**src/rtl/alu_dispatch_pkg.sv**
```systemverilog
// ---------------------------------------------------------------------------
// alu_dispatch_pkg -- shared ALU definitions.
//   `ALU_DATA_WIDTH / `ALU_OPCODE_WIDTH : default operand and opcode widths
//   SYS_*                               : opcode encodings of the shared ALU
//   state_e                             : dispatcher FSM states
// ---------------------------------------------------------------------------
`ifndef ALU_SHARED_DEFS
`define ALU_SHARED_DEFS
`define ALU_DATA_WIDTH   16
`define ALU_OPCODE_WIDTH 4
`endif

package alu_dispatch_pkg;

  localparam int unsigned SYS_ADD     = 0;
  localparam int unsigned SYS_SUB     = 1;
  localparam int unsigned SYS_AND     = 2;
  localparam int unsigned SYS_OR      = 3;
  localparam int unsigned SYS_NOT     = 4;
  localparam int unsigned SYS_LESS    = 5;
  localparam int unsigned SYS_GREATER = 6;
  localparam int unsigned SYS_EQUAL   = 7;

  typedef enum logic [1:0] {
    ST_IDLE    = 2'd0,
    ST_COLLECT = 2'd1,
    ST_RESP    = 2'd2
  } state_e;

endpackage

```
**src/rtl/alu_dispatch.sv**
```systemverilog
// ---------------------------------------------------------------------------
// alu_dispatch -- sequences a multi-operand command through an external
// combinational ALU as a left fold and returns one result per command.
//
// Ports
//   clk, rst_n                      clock, asynchronous active-low reset
//   cmd_valid/cmd_ready             command handshake (accepted only in IDLE)
//   cmd_opcode, cmd_argc            operation and number of operands
//   opd_valid/opd_ready, opd_data   serial operand stream
//   alu_in_0, alu_in_1, alu_opcode  drive the external combinational ALU
//   alu_result                      ALU result, same cycle
//   res_valid/res_ready             result handshake
//   res_data, res_err               result value, illegal-command flag
//   busy                            high whenever not IDLE
// ---------------------------------------------------------------------------
module alu_dispatch
  import alu_dispatch_pkg::*;
#(
  parameter int DATA_WIDTH   = `ALU_DATA_WIDTH,
  parameter int OPCODE_WIDTH = `ALU_OPCODE_WIDTH
) (
  input  logic                    clk,
  input  logic                    rst_n,
  input  logic                    cmd_valid,
  output logic                    cmd_ready,
  input  logic [OPCODE_WIDTH-1:0] cmd_opcode,
  input  logic [3:0]              cmd_argc,
  input  logic                    opd_valid,
  output logic                    opd_ready,
  input  logic [DATA_WIDTH-1:0]   opd_data,
  output logic [DATA_WIDTH-1:0]   alu_in_0,
  output logic [DATA_WIDTH-1:0]   alu_in_1,
  output logic [OPCODE_WIDTH-1:0] alu_opcode,
  input  logic [DATA_WIDTH-1:0]   alu_result,
  output logic                    res_valid,
  input  logic                    res_ready,
  output logic [DATA_WIDTH-1:0]   res_data,
  output logic                    res_err,
  output logic                    busy
);

  localparam logic [OPCODE_WIDTH-1:0] OP_ADD     = OPCODE_WIDTH'(SYS_ADD);
  localparam logic [OPCODE_WIDTH-1:0] OP_SUB     = OPCODE_WIDTH'(SYS_SUB);
  localparam logic [OPCODE_WIDTH-1:0] OP_AND     = OPCODE_WIDTH'(SYS_AND);
  localparam logic [OPCODE_WIDTH-1:0] OP_OR      = OPCODE_WIDTH'(SYS_OR);
  localparam logic [OPCODE_WIDTH-1:0] OP_NOT     = OPCODE_WIDTH'(SYS_NOT);
  localparam logic [OPCODE_WIDTH-1:0] OP_LESS    = OPCODE_WIDTH'(SYS_LESS);
  localparam logic [OPCODE_WIDTH-1:0] OP_GREATER = OPCODE_WIDTH'(SYS_GREATER);
  localparam logic [OPCODE_WIDTH-1:0] OP_EQUAL   = OPCODE_WIDTH'(SYS_EQUAL);

  // Folding ops take any non-zero count, NOT is unary, comparisons binary.
  // Unknown opcodes and argc=0 are always rejected.
  function automatic logic arity_ok(input logic [OPCODE_WIDTH-1:0] op,
                                    input logic [3:0]              argc);
    logic ok;
    ok = 1'b0;
    if (argc != 4'd0) begin
      if (op == OP_ADD || op == OP_SUB || op == OP_AND || op == OP_OR)
        ok = 1'b1;
      else if (op == OP_NOT)
        ok = (argc == 4'd1);
      else if (op == OP_LESS || op == OP_GREATER || op == OP_EQUAL)
        ok = (argc == 4'd2);
    end
    return ok;
  endfunction

  state_e                  state_q, state_d;
  logic [OPCODE_WIDTH-1:0] opcode_q;
  logic [3:0]              remaining_q;
  logic [DATA_WIDTH-1:0]   acc_q;
  logic                    err_q;
  logic                    first_q;   // next accepted operand starts the fold

  logic cmd_fire, opd_fire, cmd_legal;

  assign cmd_fire  = cmd_valid && (state_q == ST_IDLE);
  assign opd_fire  = opd_valid && (state_q == ST_COLLECT);
  assign cmd_legal = arity_ok(cmd_opcode, cmd_argc);

  // State register
  // NOTE: sequential state uses non-blocking assignments so every flop
  // samples pre-edge values regardless of process evaluation order.
  always_ff @(posedge clk or negedge rst_n) begin
    if (!rst_n) state_q <= ST_IDLE;
    else        state_q <= state_d;
  end

  // Next-state logic
  // NOTE: state_d gets a default before the case so no path infers a latch.
  always_comb begin
    state_d = state_q;
    unique case (state_q)
      ST_IDLE:    if (cmd_fire) state_d = cmd_legal ? ST_COLLECT : ST_RESP;
      ST_COLLECT: if (opd_fire && remaining_q == 4'd1) state_d = ST_RESP;
      ST_RESP:    if (res_ready) state_d = ST_IDLE;
      default:    state_d = ST_IDLE;
    endcase
  end

  // Output logic
  always_comb begin
    cmd_ready  = (state_q == ST_IDLE);
    opd_ready  = (state_q == ST_COLLECT);
    res_valid  = (state_q == ST_RESP);
    busy       = (state_q != ST_IDLE);
    // NOT is unary: its single operand goes straight to the ALU rather than
    // through the accumulator.
    alu_in_0   = (first_q && opcode_q == OP_NOT) ? opd_data : acc_q;
    alu_in_1   = opd_data;
    alu_opcode = opcode_q;
    res_data   = acc_q;
    res_err    = err_q;
  end

  // Datapath: command latch, operand countdown and accumulator fold.
  // acc_q doubles as the result register, so the error path clears it.
  always_ff @(posedge clk or negedge rst_n) begin
    if (!rst_n) begin
      opcode_q    <= '0;
      remaining_q <= '0;
      acc_q       <= '0;
      err_q       <= 1'b0;
      first_q     <= 1'b0;
    end else if (cmd_fire) begin
      opcode_q <= cmd_opcode;
      err_q    <= !cmd_legal;
      first_q  <= cmd_legal;
      if (cmd_legal) begin
        remaining_q <= cmd_argc;
      end else begin
        remaining_q <= '0;
        acc_q       <= '0;
      end
    end else if (opd_fire) begin
      remaining_q <= remaining_q - 4'd1;
      first_q     <= 1'b0;
      acc_q       <= (first_q && opcode_q != OP_NOT) ? opd_data : alu_result;
    end
  end

endmodule

```
**config.mk**
```make
export PLATFORM = sky130hd
export DESIGN_NAME = alu_dispatch
export DESIGN_NICKNAME = d
export VERILOG_FILES = /design/src/rtl/alu_dispatch_pkg.sv /design/src/rtl/alu_dispatch.sv
export SDC_FILE = /design/constraint.sdc
export NUM_CORES = 1
export LEC_CHECK = 0
export ABC_AREA = 0
export BUFFER_PORTS_ARGS = -buffer_cell sky130_fd_sc_hd__buf_2
export CAP_MARGIN = 20
export CORE_ASPECT_RATIO = 1.5
export CORE_MARGIN = 8
export CORE_UTILIZATION = 35
export DETAILED_ROUTE_END_ITERATION = 10
export PLACE_DENSITY = 0.66
export SLEW_MARGIN = 15
export SYNTH_ARGS = -nofsm -noshare
export SYNTH_HDL_FRONTEND = slang
export SYNTH_SLANG_ARGS = --single-unit
```
**constraint.sdc**
```tcl
create_clock -name clk -period 3.01 [get_ports clk]
set_input_delay 0.4515 -clock clk [delete_from_list [all_inputs] [get_ports clk]]
set_output_delay 0.4515 -clock clk [all_outputs]
set_load 0.02 [all_outputs]
```
==> impl_metrics.ini, run 1 <==
[clocking]
cts_tree = yes
cts_resized = 0
cts.clk_slew.worst_paths_ns = 0.10
cts-root-buf = clkbuf_8
insertion_delay_ns = 0.27
cts_sinks = 28
cts_hold_buf = 0
post-cts-setup-buffer-count = 0
clk_path_buf_depth = 2
cts_max_level = 1
numCtsBuffers = 3

[drt]
wl_met1_um = 1920
firstDrtPassIters = 4
dr_wl_met2_um = 2190
drc = 0
drtIter0Drc = 11
num_vias = 1503
top_layer_used = met4
avgViaCountPerCell = 4.99
routedWlPerCell_um = 15.8
wl_um = 4770
postRouteAntennaNets = 0
dr_wl_met3_um = 651

[synth]
yosysTopAreaCell = dfrtp_1
synth_xor_area_frac = 0.0150
synth_top_family_by_area = multiplexers
syn_nets = 198
synth_common_cells = dfrtp_1 (28), mux2_2 (20), buf_4 (17)
ys_seq_area_frac = 0.400
synth_mux_area_frac = 0.220
synth.most_common_cell = dfrtp_1
syn-instance-count = 151
syn-cell-area_um2 = 1750
synth_edf_count = 0
yosysTopAreaCellShare = 0.400
synthSimpleGateAreaFrac = 0.0865
yosysWarnings = 0
synth_compound_area_frac = 0.159
synth_area_leaders = dfrtp_1 (40%), mux2_2 (13%), mux2i_1 (9.1%)
synth_cell_type_count = 36
avgSynthCellArea_um2 = 11.6
synth-adder-area-share = 0.0143
async_flop_share = 1.00
ys_seq_elements = 28
synth-main-ff-cell = dfrtp_1

[placed_design]
routabilityCongestion = 0.764
dp_hpwl_um = 3890
portBuffers = 101

[timing]
fin_skew_ns = 0.00243
hold_violations = 0
slew_viol_final = 0
tightest_slew_ns = 0.804
setup-tns-final_ns = 0
max_freq_mhz = 396
min_period_over_period = 0.839
relSlewSlack = 0.464
fin_crit_ns = 2.52
finalSetupViolations = 0
rsz0062_at_grt = no

[power_and_ir_drop]
leakage_nw = 1.27
ir_drop_v = 0.000437
pwr-share-comb = 0.549
p_int_mw = 1.20
seq_power_share = 0.310
powerDensity_nw_per_um2 = 939
clockPowerShare = 0.141
p_sw_mw = 0.922
sw_frac_of_total = 0.435

[finish]
fin_util = 0.469
seq_area_um2 = 701
n_antenna_cell = 0
drive_gt1_frac = 0.574
fill_cells = 483
multi_input_area_um2 = 867
nNetsFinal = 283
area_growth_pct = 28.9

[die]
std_cell_rows = 31
num_io_pins = 102
die_h_um = 103
core_area_um2 = 4810
dieArea_um2 = 7570
start_util = 0.364
die_w_um = 73.7

[grt]
antenna_found_initial = 0
grt_max_degree = 29
overflow = 0
grt_pass1_vias = 1690
grt_pass1_wl_um = 7670
grt_util_all_layers = 0.123

[worst_setup_path]
slowest_stage = nand2_1
path_cells = nor4b_2 > nand2_1 > mux2_2 > buf_2
crit_start = alu_opcode[1]$_DFFE_PN0P_
worst_setup_path_start_kind = flop
cp_top_family = simple AND/OR/NAND/NOR gates
worstPathArrival_ns = 2.07
critical_path_class = reg2out
reg2reg_from = state_q[0]$_DFFE_PN0P_
end_kind = primary output
worstPathMaxFanout = 16
worstPathRequired_ns = 2.56
max_stage_delay_ns = 0.47
worst-path-buf-inv = 1

[job]
maxCapViolCount = 0

[hold_path]
min_path_type = in2async

[run_status]
status = finished, final reports clean
## power groups by stage
stage	logic, mW	clock network, mW	registers [mW]
2_1_floorplan	0.702	0	0.786
3_3_place_gp	1.17	0	0.663
3_5_place_dp	1.18	0	0.664
6_report	1.16	0.298	0.657
5_1_grt	1.26	0.319	0.680
4_1_cts	1.19	0.306	0.658
## layer usage
metal  vias to the layer above  global-route usage
li1                        710                   -
met1                       706               0.129
met2                        85               0.223
met3                         2              0.0506
met4                         0              0.0263
met5                         -                   0
## path summary, 6_finish.rpt
check	slack, ns	end	cells past startpoint
worst max-delay path	0.49	alu_in_0[3]	4
worst min-delay path	0.18	res_data[1]$_DFFE_PN0P_	1
worst max register to register	1.22	remaining_q[2]$_DFFE_PN0P_	3
worst min register to register	0.51	res_data[5]$_DFFE_PN0P_	1
max in group asynchronous	2.43	remaining_q[1]$_DFFE_PN0P_	1
min in group clk	0.42	remaining_q[0]$_DFFE_PN0P_	2
## registers in the layout, summed over array words and instances (netlist names)
signal / flops
alu_opcode: 4
remaining_q: 4
res_data: 16
res_err: 1
first_q: 1
state_q: 2
## cells in the final DEF, fill, tap and decap left out
master     instances
buf_2            101
dfrtp_1           28
mux2_2            20
mux2i_1           16
o2bb2ai_1         16
nand2_1            5
inv_1              4
a21oi_1            4
a22o_1             4
o21ai_0            3
clkbuf_8           3
nor2b_1            2
nor2_1             2
a21oi_2            2
xnor2_1            2
ha_1               2
buf_4              2
nor4b_2            1
or3b_4             1
or3b_2             1
or4_4              1
a2111oi_4          1
nand3b_1           1
a31o_1             1
nor3_1             1
nand4_1            1
and3b_1            1
nand2b_1           1
or4bb_1            1
a21o_1             1
a211oi_1           1
or2_2              1
nor4b_1            1
nor4_1             1
xor2_1             1
bufinv_16          1
## cells by family after synthesis
logic type / Yosys count
multiplexers: 36
adder cells (fa/ha/maj): 2
AND/OR/NAND/NOR: 22
AO/OA/AOI/OAI: 33
flip-flops: 28
XOR/XNOR: 3
buffers and inverters: 27
## per-stage QoR
step	hold WS, ns	setup WS [ns]	instances	instance area, um^2	power (mW)
detailed placement	0.492	0.760	297	2190	1.85
finish	0.180	0.486	301	2260	2.12
floorplan	0.156	1.07	151	1750	1.49
CTS	0.197	0.444	301	2260	2.15
global route	0.232	0.342	301	2260	2.26
global placement	0.493	0.817	297	2190	1.84
## cell type report
cell class                      instances  share of cell area
Sequential cell                        28               0.310
Timing Repair Buffer                  103               0.231
Inverter                                4             0.00665
Clock inverter                          1              0.0133
Clock buffer                            3              0.0183
Multi-Input combinational cell         96               0.384
Tap cell                               66              0.0366
Power figures use the tool's default switching activity.
==> run 2, diff against run 1 <==
ABC_AREA = 1   (was 0)
PLACE_DENSITY = 0.68   (was 0.66)
clock period = 2.1 ns   (was 3.01 ns; I/O delays follow)
==> run 2 against run 1 <==
Synthesized area is 6.9% higher. Count of clock-buffer cells in the layout is 1 higher. Largest cell class unchanged. Synthesized cell count is 55% higher. Sequential power is 54% higher. Power is 59% higher. Global-route usage is 0.88 points higher. Die area is 5.6% higher. Flip-flop and latch count stayed put. Highest routed layer unchanged. Largest power group unchanged.
==> impl_metrics.ini, run 2 <==
[timing]
fin_skew_ns = 0.00106
min_period_over_period = 0.983
tightest_slew_ns = 0.655
holdWs_ns = 0.0599
slew_viol_final = 0
rsz0062_at_grt = yes
finalSetupViolations = 0
relSlewSlack = 0.563
max_freq_mhz = 484
fin_crit_ns = 2.06
hold_violations = 0

[die]
die_h_um = 106
start_util = 0.362
core_area_um2 = 5160
die_w_um = 75.7
std_cell_rows = 32
dieArea_um2 = 7990
num_io_pins = 102

[grt]
overflow = 0
antenna_found_initial = 0
grt_pass1_vias = 1800
grt_util_all_layers = 0.132
grt_pass1_wl_um = 8480
grt_max_degree = 33

[worst_setup_path]
worst-path-buf-inv = 2
path_cells = nor2_2 > nand3_2 > nor2_4 > buf_12 > mux2_1 > buf_2
slowest_stage = dfrtp_1
critical_path_class = reg2out
end_kind = primary output
worstPathRequired_ns = 1.78
worst_setup_path_start_kind = flop
max_stage_delay_ns = 0.41
worstPathMaxFanout = 14
worstPathArrival_ns = 1.75
cp_top_family = flip-flops
rrSetupSlack_ns = 0.61

[finish]
final_cells = 388
area_growth_pct = 27.5
nNetsFinal = 368
n_antenna_cell = 0
final_cell_mix = buf_2 (101), nand2_1 (44), inv_1 (31), dfrtp_1 (28), a21oi_1 (20)
final_common_cell = buf_2
fin_util = 0.462
largest_reg_flops = 16
drive_gt1_frac = 0.441
fill_cells = 514

[synth]
synth_edf_count = 0
ys_seq_elements = 28
avgSynthCellArea_um2 = 8.00
async_flop_share = 1.00
synth_compound_area_frac = 0.126
synth_mux_area_frac = 0.0963
yosysTopAreaCell = dfrtp_1
synth_area_leaders = dfrtp_1 (37%), nand2_1 (8.8%), buf_4 (6.4%)
synth-adder-area-share = 0.0134
synth_cell_type_count = 27
syn_nets = 281
synth-main-ff-cell = dfrtp_1
yosysWarnings = 0
ys_seq_area_frac = 0.374
synth_xor_area_frac = 0
syn-cell-area_um2 = 1870
synth_common_cells = nand2_1 (44), inv_1 (31), dfrtp_1 (28)
synth_top_family_by_area = simple AND/OR/NAND/NOR gates
syn-instance-count = 234
yosysTopAreaCellShare = 0.374
synthSimpleGateAreaFrac = 0.219
synth.most_common_cell = nand2_1

[drt]
postRouteAntennaNets = 0
avgViaCountPerCell = 4.63
wl_um = 5360
firstDrtPassIters = 4
routedWlPerCell_um = 13.8
drtIter0Drc = 44
num_vias = 1797
drc = 0

[power_and_ir_drop]
powerDensity_nw_per_um2 = 1410
ir_drop_v = 0.000588
power_mw = 3.36
leakage_nw = 1.45

[clocking]
clk_path_buf_depth = 2
numCtsBuffers = 3
cts_tree = yes
cts_max_level = 1
cts_sinks = 28
cts.clk_slew.worst_paths_ns = 0.10
cts-root-buf = clkbuf_8
insertion_delay_ns = 0.27

[placed_design]
portBuffers = 101
routabilityCongestion = 0.777
dp_cells = 381
dp_hpwl_um = 4320

[job]
maxCapViolCount = 0

[hold_path]
min_path_type = in2async

[run_status]
status = finished, final reports clean
[run 2: path summary, 6_finish.rpt]
| path | start | end | depth (start not counted) |
|---|---|---|---|
| max in group asynchronous | rst_n | remaining_q[1]$_DFFE_PN0P_ | 1 |
| hold / removal | rst_n | res_data[6]$_DFFE_PN0P_ | 1 |
| setup reg to reg | state_q[1]$_DFFE_PN0P_ | res_data[0]$_DFFE_PN0P_ | 6 |
| hold reg to reg | res_err$_DFFE_PN0P_ | res_err$_DFFE_PN0P_ | 2 |
| min in group clk | cmd_opcode[0] | alu_opcode[0]$_DFFE_PN0P_ | 3 |
| setup / recovery | alu_opcode[1]$_DFFE_PN0P_ | alu_in_0[5] | 6 |
[run 2: cell families (layout without fill, tap and decap cells)]
group                    count (synthesis)  after routing
AO/OA/AOI/OAI                           45             45
adder cells (fa/ha/maj)                  2              2
buffers and inverters                   58            144
flip-flops                              28             28
multiplexers                            16             16
AND/OR/NAND/NOR                         85             85
[run 2: repair_timing]
action,4_1_cts,5_1_grt
hold buffers,0,0
setup buffers,0,3
gates resized for setup,0,2
setup endpoints to repair,0,14
[run 2: final cells by class]
| class | count | area [um^2] | area share |
|---|---|---|---|
| clock buffer | 4 | 55.1 | 0.0231 |
| multi-input combinational | 148 | 858 | 0.360 |
| inverter | 33 | 125 | 0.0524 |
| tap | 68 | 85.1 | 0.0356 |
| timing repair buffer | 107 | 563 | 0.236 |
| sequential | 28 | 701 | 0.294 |
[run 2: power by group]
part           internal (mW)  total (mW)  switching (mW)  leakage, nW
clock network          0.168       0.340           0.172       0.0288
logic                  0.700        2.01            1.31         1.06
registers              0.797        1.01           0.208        0.363
[run 2: routing by layer]
metal,GRT usage,wire (um)
met1,0.159,2250
met2,0.231,2520
met3,0.0256,572
met4,0.0290,23
met5,0,0
[run 2: stage by stage]
stage          setup TNS [ns]  setup WS [ns]  area [um^2]
4_1_cts                     0        0.00381         2360
5_1_grt                -0.432        -0.0475         2390
2_1_floorplan               0          0.332         1870
6_report                    0         0.0358         2390
3_5_place_dp                0          0.328         2300
3_3_place_gp                0          0.368         2300
